==> config.mk <==
export PLATFORM = sky130hd
export DESIGN_NAME = mem_ctrl
export DESIGN_NICKNAME = d
export VERILOG_FILES = /design/src/rtl/mem_ctrl_pkg.sv /design/src/rtl/mem_ctrl.sv
export SDC_FILE = /design/constraint.sdc
export NUM_CORES = 1
export LEC_CHECK = 0
export ABC_AREA = 1
export BUFFER_PORTS_ARGS = -buffer_cell sky130_fd_sc_hd__buf_2
export CAP_MARGIN = 5
export CORE_UTILIZATION = 50
export DETAILED_ROUTE_END_ITERATION = 16
export PLACE_DENSITY = 0.71
export SLEW_MARGIN = 20
export SYNTH_ARGS = -nofsm -noshare
export SYNTH_HDL_FRONTEND = slang
export SYNTH_SLANG_ARGS = --single-unit
export TNS_END_PERCENT = 50
==> constraint.sdc <==
create_clock -name clk -period 14.72 [get_ports clk]
set_clock_uncertainty 0.15 [all_clocks]
set_input_delay 0.736 -clock clk [delete_from_list [all_inputs] [get_ports clk]]
set_output_delay 0.736 -clock clk [all_outputs]
set_load 0.02 [all_outputs]
==> src/rtl/mem_ctrl_pkg.sv <==
// mem_ctrl_pkg: shared definitions for the byte-serial memory controller.
//   ADDR_W / INSTR_LEN : address and instruction widths
//   LEN_*              : lsb_len encodings (LEN_RSVD behaves as one byte)
//   state_e            : controller FSM states
//   src_e              : which requester owns the current transaction
//   helpers            : length decode, IO-region test, byte get/set
package mem_ctrl_pkg;

  localparam int ADDR_W    = 32;
  localparam int INSTR_LEN = 32;

  localparam logic [1:0] LEN_B1   = 2'd0;
  localparam logic [1:0] LEN_B2   = 2'd1;
  localparam logic [1:0] LEN_RSVD = 2'd2;
  localparam logic [1:0] LEN_B4   = 2'd3;

  typedef enum logic [1:0] {
    ST_IDLE  = 2'd0,
    ST_READ  = 2'd1,
    ST_WRITE = 2'd2
  } state_e;

  typedef enum logic {
    SRC_IC  = 1'b0,
    SRC_LSB = 1'b1
  } src_e;

  // Number of bytes moved for a given lsb_len code.
  function automatic logic [2:0] len_to_bytes(input logic [1:0] len);
    logic [2:0] n;
    case (len)
      LEN_B1, LEN_RSVD: n = 3'd1;
      LEN_B2:           n = 3'd2;
      LEN_B4:           n = 3'd4;
      default:          n = 3'd1;
    endcase
    return n;
  endfunction

  // The IO region is identified solely by address bits [17:16].
  function automatic logic in_io_region(input logic [1:0] addr_hi,
                                        input logic [1:0] base_hi);
    return addr_hi == base_hi;
  endfunction

  function automatic logic [7:0] get_byte(input logic [31:0] w,
                                          input logic [1:0]  idx);
    logic [7:0] b;
    case (idx)
      2'd0:    b = w[7:0];
      2'd1:    b = w[15:8];
      2'd2:    b = w[23:16];
      default: b = w[31:24];
    endcase
    return b;
  endfunction

  function automatic logic [31:0] set_byte(input logic [31:0] w,
                                           input logic [1:0]  idx,
                                           input logic [7:0]  b);
    logic [31:0] r;
    r = w;
    case (idx)
      2'd0:    r[7:0]   = b;
      2'd1:    r[15:8]  = b;
      2'd2:    r[23:16] = b;
      default: r[31:24] = b;
    endcase
    return r;
  endfunction

endpackage

==> src/rtl/mem_ctrl.sv <==
// mem_ctrl: single owner of the byte-wide RAM port. Serves 32-bit ICache
// fetches and 1/2/4-byte LSB loads/stores as a sequence of byte accesses.
//
// Ports:
//   clk, rst        clock, asynchronous active-high reset
//   rdy             global enable; low freezes every register, gates mem_wr
//   jump_wrong      flush; aborts an in-flight ICache fetch
//   ic_req/ic_addr  fetch request            -> ic_done/ic_instr
//   lsb_req/lsb_wr/lsb_addr/lsb_len/lsb_wdata -> lsb_done/lsb_rdata
//   mem_din         RAM read byte (one cycle after mem_a)
//   mem_dout/mem_a/mem_wr  RAM write byte, byte address, write strobe
//   io_buffer_full  IO write buffer full; stalls stores into the IO region
//   dbg_state       current FSM state (state_e encoding)
//
// Handshake: a requester raises req with stable request fields and holds it
// until its done pulses for exactly one cycle (data valid in that cycle). The
// cycle carrying a done pulse never accepts a new request, so the requester
// has that cycle to drop or change req. lsb_req wins over ic_req in IDLE.
module mem_ctrl
  import mem_ctrl_pkg::*;
#(
  parameter logic [31:0] IO_BASE = 32'h30000
) (
  input  logic        clk,
  input  logic        rst,
  input  logic        rdy,
  input  logic        jump_wrong,
  input  logic        ic_req,
  input  logic [31:0] ic_addr,
  output logic        ic_done,
  output logic [31:0] ic_instr,
  input  logic        lsb_req,
  input  logic        lsb_wr,
  input  logic [31:0] lsb_addr,
  input  logic [1:0]  lsb_len,
  input  logic [31:0] lsb_wdata,
  output logic        lsb_done,
  output logic [31:0] lsb_rdata,
  input  logic [7:0]  mem_din,
  output logic [7:0]  mem_dout,
  output logic [31:0] mem_a,
  output logic        mem_wr,
  input  logic        io_buffer_full,
  output logic [1:0]  dbg_state
);

  localparam logic [1:0] IO_TAG = IO_BASE[17:16];

  state_e                 state_q, state_d;
  src_e                   src_q, src_d;
  logic [ADDR_W-1:0]      addr_q, addr_d;
  logic [2:0]             nbytes_q, nbytes_d;
  // READ: number of addresses issued so far; WRITE: bytes written so far.
  logic [2:0]             cnt_q, cnt_d;
  // Store data during WRITE, read assembly during READ.
  logic [31:0]            buf_q, buf_d;
  logic [ADDR_W-1:0]      mem_a_q, mem_a_d;
  logic [7:0]             mem_dout_q, mem_dout_d;
  logic                   mem_wr_q, mem_wr_d;
  logic                   ic_done_q, ic_done_d;
  logic                   lsb_done_q, lsb_done_d;
  logic [INSTR_LEN-1:0]   ic_instr_q, ic_instr_d;
  logic [31:0]            lsb_rdata_q, lsb_rdata_d;

  logic [ADDR_W-1:0]      cur_addr;
  logic [1:0]             cap_idx;
  logic [31:0]            asm_word;

  always_comb begin
    state_d     = state_q;
    src_d       = src_q;
    addr_d      = addr_q;
    nbytes_d    = nbytes_q;
    cnt_d       = cnt_q;
    buf_d       = buf_q;
    mem_a_d     = mem_a_q;
    mem_dout_d  = mem_dout_q;
    mem_wr_d    = mem_wr_q;
    ic_done_d   = 1'b0;
    lsb_done_d  = 1'b0;
    ic_instr_d  = ic_instr_q;
    lsb_rdata_d = lsb_rdata_q;

    cur_addr = addr_q + {29'd0, cnt_q};
    // Byte captured at this edge was addressed two enabled edges ago, so
    // its index is cnt-2 (cnt in 2..5 maps to 0..3 modulo 4).
    cap_idx  = cnt_q[1:0] - 2'd2;
    asm_word = set_byte(buf_q, cap_idx, mem_din);

    case (state_q)
      ST_IDLE: begin
        mem_a_d  = '0;
        mem_wr_d = 1'b0;
        if (!ic_done_q && !lsb_done_q) begin
          if (lsb_req) begin
            src_d    = SRC_LSB;
            addr_d   = lsb_addr;
            nbytes_d = len_to_bytes(lsb_len);
            if (lsb_wr) begin
              state_d = ST_WRITE;
              buf_d   = lsb_wdata;
              if (in_io_region(lsb_addr[17:16], IO_TAG) && io_buffer_full) begin
                // Held off: the first byte is issued from WRITE later.
                cnt_d = 3'd0;
              end else begin
                mem_a_d    = lsb_addr;
                mem_dout_d = lsb_wdata[7:0];
                mem_wr_d   = 1'b1;
                cnt_d      = 3'd1;
              end
            end else begin
              state_d = ST_READ;
              buf_d   = '0;  // zero-fill above the loaded length
              mem_a_d = lsb_addr;
              cnt_d   = 3'd1;
            end
          end else if (ic_req && !jump_wrong) begin
            state_d  = ST_READ;
            src_d    = SRC_IC;
            addr_d   = ic_addr;
            nbytes_d = 3'd4;
            buf_d    = '0;
            mem_a_d  = ic_addr;
            cnt_d    = 3'd1;
          end
        end
      end

      ST_READ: begin
        mem_wr_d = 1'b0;
        if (jump_wrong && src_q == SRC_IC) begin
          state_d = ST_IDLE;
          mem_a_d = '0;
          cnt_d   = 3'd0;
        end else begin
          cnt_d = cnt_q + 3'd1;
          if (cnt_q < nbytes_q) mem_a_d = cur_addr;
          else                  mem_a_d = '0;
          if (cnt_q >= 3'd2) buf_d = asm_word;
          if (cnt_q == nbytes_q + 3'd1) begin
            state_d = ST_IDLE;
            cnt_d   = 3'd0;
            if (src_q == SRC_IC) begin
              ic_done_d  = 1'b1;
              ic_instr_d = asm_word;
            end else begin
              lsb_done_d  = 1'b1;
              lsb_rdata_d = asm_word;
            end
          end
        end
      end

      ST_WRITE: begin
        if (cnt_q == nbytes_q) begin
          state_d    = ST_IDLE;
          mem_wr_d   = 1'b0;
          mem_a_d    = '0;
          lsb_done_d = 1'b1;
          cnt_d      = 3'd0;
        end else if (in_io_region(cur_addr[17:16], IO_TAG) && io_buffer_full) begin
          mem_wr_d = 1'b0;
          mem_a_d  = '0;
        end else begin
          mem_a_d    = cur_addr;
          mem_dout_d = get_byte(buf_q, cnt_q[1:0]);
          mem_wr_d   = 1'b1;
          cnt_d      = cnt_q + 3'd1;
        end
      end

      default: begin
        state_d  = ST_IDLE;
        mem_a_d  = '0;
        mem_wr_d = 1'b0;
        cnt_d    = 3'd0;
      end
    endcase
  end

  always_ff @(posedge clk or posedge rst) begin
    if (rst) begin
      state_q     <= ST_IDLE;
      src_q       <= SRC_IC;
      addr_q      <= '0;
      nbytes_q    <= '0;
      cnt_q       <= '0;
      buf_q       <= '0;
      mem_a_q     <= '0;
      mem_dout_q  <= '0;
      mem_wr_q    <= 1'b0;
      ic_done_q   <= 1'b0;
      lsb_done_q  <= 1'b0;
      ic_instr_q  <= '0;
      lsb_rdata_q <= '0;
    end else if (rdy) begin
      state_q     <= state_d;
      src_q       <= src_d;
      addr_q      <= addr_d;
      nbytes_q    <= nbytes_d;
      cnt_q       <= cnt_d;
      buf_q       <= buf_d;
      mem_a_q     <= mem_a_d;
      mem_dout_q  <= mem_dout_d;
      mem_wr_q    <= mem_wr_d;
      ic_done_q   <= ic_done_d;
      lsb_done_q  <= lsb_done_d;
      ic_instr_q  <= ic_instr_d;
      lsb_rdata_q <= lsb_rdata_d;
    end
  end

  assign mem_a     = mem_a_q;
  assign mem_dout  = mem_dout_q;
  // A frozen cycle must not repeat a write into RAM.
  assign mem_wr    = mem_wr_q & rdy;
  assign ic_done   = ic_done_q;
  assign ic_instr  = ic_instr_q;
  assign lsb_done  = lsb_done_q;
  assign lsb_rdata = lsb_rdata_q;
  assign dbg_state = state_q;

endmodule

==> run metrics <==
Final period util 0.2312; pwr/cell area 218.1 nW/um^2; final net count 1,615; pin count of the biggest net entering global routing 111; Tmin final 3403 ps; Distinct cells, synth 40; Area contributors post-synth dfrtp_1, nand2_1, o21ai_0; Final Max Slew Viols 0; Clock Tree Buf Depth 2; FP Rows roughly 50; Initial DRC Count roughly 760; DRT Pass-1 Iters 5; most area-hungry cell type in the Yosys netlist dfrtp_1; CTS sink cnt 180; wirelength, routed 27,830 um; Comb power frac 0.482; critical path endpoint category register; post-CTS setup buffer count 0; vias in the first global route roughly 8,800; setup TNS 0 ps; Root Buffer clkbuf_16; hold-critical path depth 2; I/O pin count 223; Core Area between 15,000 and 20,000 sq um; vias post-DR 9,348; number of max-cap violations 0; setup violators final 0; CP arrival 3610 ps; status finished, final reports clean; Warnings, synthesis 0; Die W 144.1 um; Wirelength per Cell approximately 16 um; worst skew pair latency around 440 ps; RePlAce Congestion 0.9142; RSZ-0062 raised after global routing no; ant diodes 0; R2R Path End buf_q[6]; syn_nets 1,443; detailed-placement wirelength estimate 19,800 um; NetSw 1.202 mW; # H-tree levels 4; sw frac 0.4660; post-synthesis sequential area ratio 0.4460; post-route ant nets 0; CTS resizes 0; port bufs 222; Synth top area share 0.4460; Design Power 2.579 mW; Worst Reg-to-Reg Cells 9; area grow syn2layout 17.12%; Die Y ~140 um; Worst Path Required 14,930 ps; peak supply drop 0.0001266 V; first-pass GRT wire length 44,780 um; EDFF count, synth 0; Flop pwr share 0.340; worst setup path class input pin to register; Async SR Flop Fraction 1.000; grt ovf 0; leak pwr 5.963 nW; hold endpoint mem_a[28]; Yosys reg bits 180; hold_sp mem_a[28]; cells after synthesis around 1,300; Vias/cell roughly 5.3; initial antenna violation count 0; average size of a mapped cell 7.691 sq um; Final Hold Fails 0; Synth Flop Type dfrtp_1; CP startpoint kind input pin; fmax 293.9 MHz; drt drc 0; Starting Density 0.5138; CTS clk-pin slew, worst paths 70 ps; DP Area about 11,000 sq um; Slew HR 0.2687; Final Instance Area 11,830 sq um; Internal 1.377 mW; CTS tree done; Post-CTS Hold Fix Bufs 0; gr usage total 0.2789; Die Area a little over 20,000 sq um; mapped cell area 10,100 sq um; Hold Path Class register to register; Reg2Reg Launch Point dbg_state[1]; Clock power frac 0.178; layout cells sized above 1 0.2164; WHS 323.5 ps; Slew @ Worst Pin 1097 ps; TritonCTS Buffers 17; total of fill cells in the finished design 1,839; Worst R2R Setup Slack between 10,000 and 15,000 ps; CP Max Fanout 64
critical path, cell delays in order:
cell	delay (ps)
buf_2	650
inv_2	450
nand2_1	200
nand2_1	80
a21oi_1	240
and2_2	930
nor2_1	140
a21oi_1	160
flip-flops by register name (all words and copies together) (netlist names):
name / flops
mem_dout: 8
dbg_state: 2
src_q: 1
mem_a: 32
ic_done: 1
lsb_rdata: 32
cnt_q: 3
ic_instr: 32
mem_wr_q: 1
buf_q: 32
lsb_done: 1
addr_q: 32
nbytes_q: 3
metrics by stage:
stage                     setup slack [ps]  instances    util
final                                11320       1762  0.6018
after CTS                            11240       1762  0.6018
after floorplan                       8947       1313       -
after global routing                 11020       1762  0.6018
after detailed placement             10980       1731  0.5716
after global placement               11090       1731  0.5716
synth_stat cells (2+ instances only):
| library cell | n |
|---|---|
| nand2_1 | 444 |
| dfrtp_1 | 180 |
| o21ai_0 | 95 |
| nor2_1 | 86 |
| inv_1 | 68 |
| nand3_1 | 65 |
| o21a_1 | 63 |
| clkbuf_1 | 46 |
| a21oi_1 | 37 |
| nand2_2 | 36 |
| a31oi_1 | 29 |
| o22ai_1 | 25 |
| xor2_1 | 24 |
| buf_2 | 22 |
| ha_1 | 15 |
| nor3_1 | 11 |
| o21ai_1 | 8 |
| o32ai_1 | 8 |
| nand2_4 | 6 |
| nand4_1 | 6 |
| xnor2_1 | 6 |
| inv_2 | 4 |
| nor2_4 | 4 |
| buf_1 | 3 |
| buf_12 | 3 |
| and2_1 | 2 |
| buf_6 | 2 |
| nand3_2 | 2 |
| o21ai_2 | 2 |
layout make-up:
class,instances,area [sq um],area share
Clock inverter,14,167.7,0.01418
Tap cell,265,331.6,0.02803
Sequential cell,180,4504,0.3808
Timing Repair Buffer,229,1164,0.09838
Multi-Input combinational cell,984,4956,0.4190
Inverter,73,279.0,0.02359
Clock buffer,17,425.4,0.03597
power by group through the flow:
stage          Clock [mW]  Combinational (mW)  Sequential (mW)
2_1_floorplan           0               0.801            0.994
3_3_place_gp            0                1.21            0.878
3_5_place_dp            0                1.23            0.883
4_1_cts             0.464                1.24            0.876
5_1_grt             0.484                1.40            0.905
6_report            0.460                1.24            0.878
per-layer routing:
layer | track usage | part of all wire | up-vias
met2 | 0.4244 | 0.43 | 350
met1 | 0.3926 | 0.47 | 4312
met5 | 0 | 0 | -
met4 | 0.08567 | 0.021 | 0
met3 | 0.06556 | 0.078 | 39
li1 | - | - | 4647
worst max-delay path by stage:
stage / start / to / slack [ps]
final: lsb_req / buf_q[6] / 11320
after global routing: lsb_req / buf_q[17] / 11020
after CTS: dbg_state[1] / addr_q[12] / 11240
after detailed placement: lsb_req / buf_q[29] / 10980
after global placement: lsb_req / buf_q[19] / 11090
after floorplan: rst / addr_q[0] / 8950
cell families (layout without fill, tap and decap cells):
kind of cell               after synthesis  count (layout)  share of synthesized area
buffers and inverters                  149             333                    0.06443
AOI/OAI and AO/OA                      268             268                     0.1591
and+or+nand+nor                        670             670                     0.2839
xor gates and xnor gates                30              30                    0.02602
adders and majority gates               16              16                    0.02057
DFF                                    180             180                     0.4460
cell usage in the layout (no fill, tap or decap), types with 2 or more instances in the layout:
cell,n
nand2_1,444
buf_2,222
dfrtp_1,180
o21ai_0,95
nor2_1,84
nand3_1,65
inv_1,64
o21a_1,63
a21oi_1,37
nand2_2,36
a31oi_1,29
o22ai_1,25
xor2_1,24
clkbuf_16,17
ha_1,15
nor3_1,11
o32ai_1,8
o21ai_1,8
buf_4,7
nand2_4,6
inv_2,6
nand4_1,6
xnor2_1,6
nor2_4,4
clkinv_4,4
inv_8,4
inv_6,3
o21ai_2,2
nand3_2,2
nor2_2,2
clkinv_1,2
clkinv_8,2
Note: power is estimated with default switching activity, not from simulation.
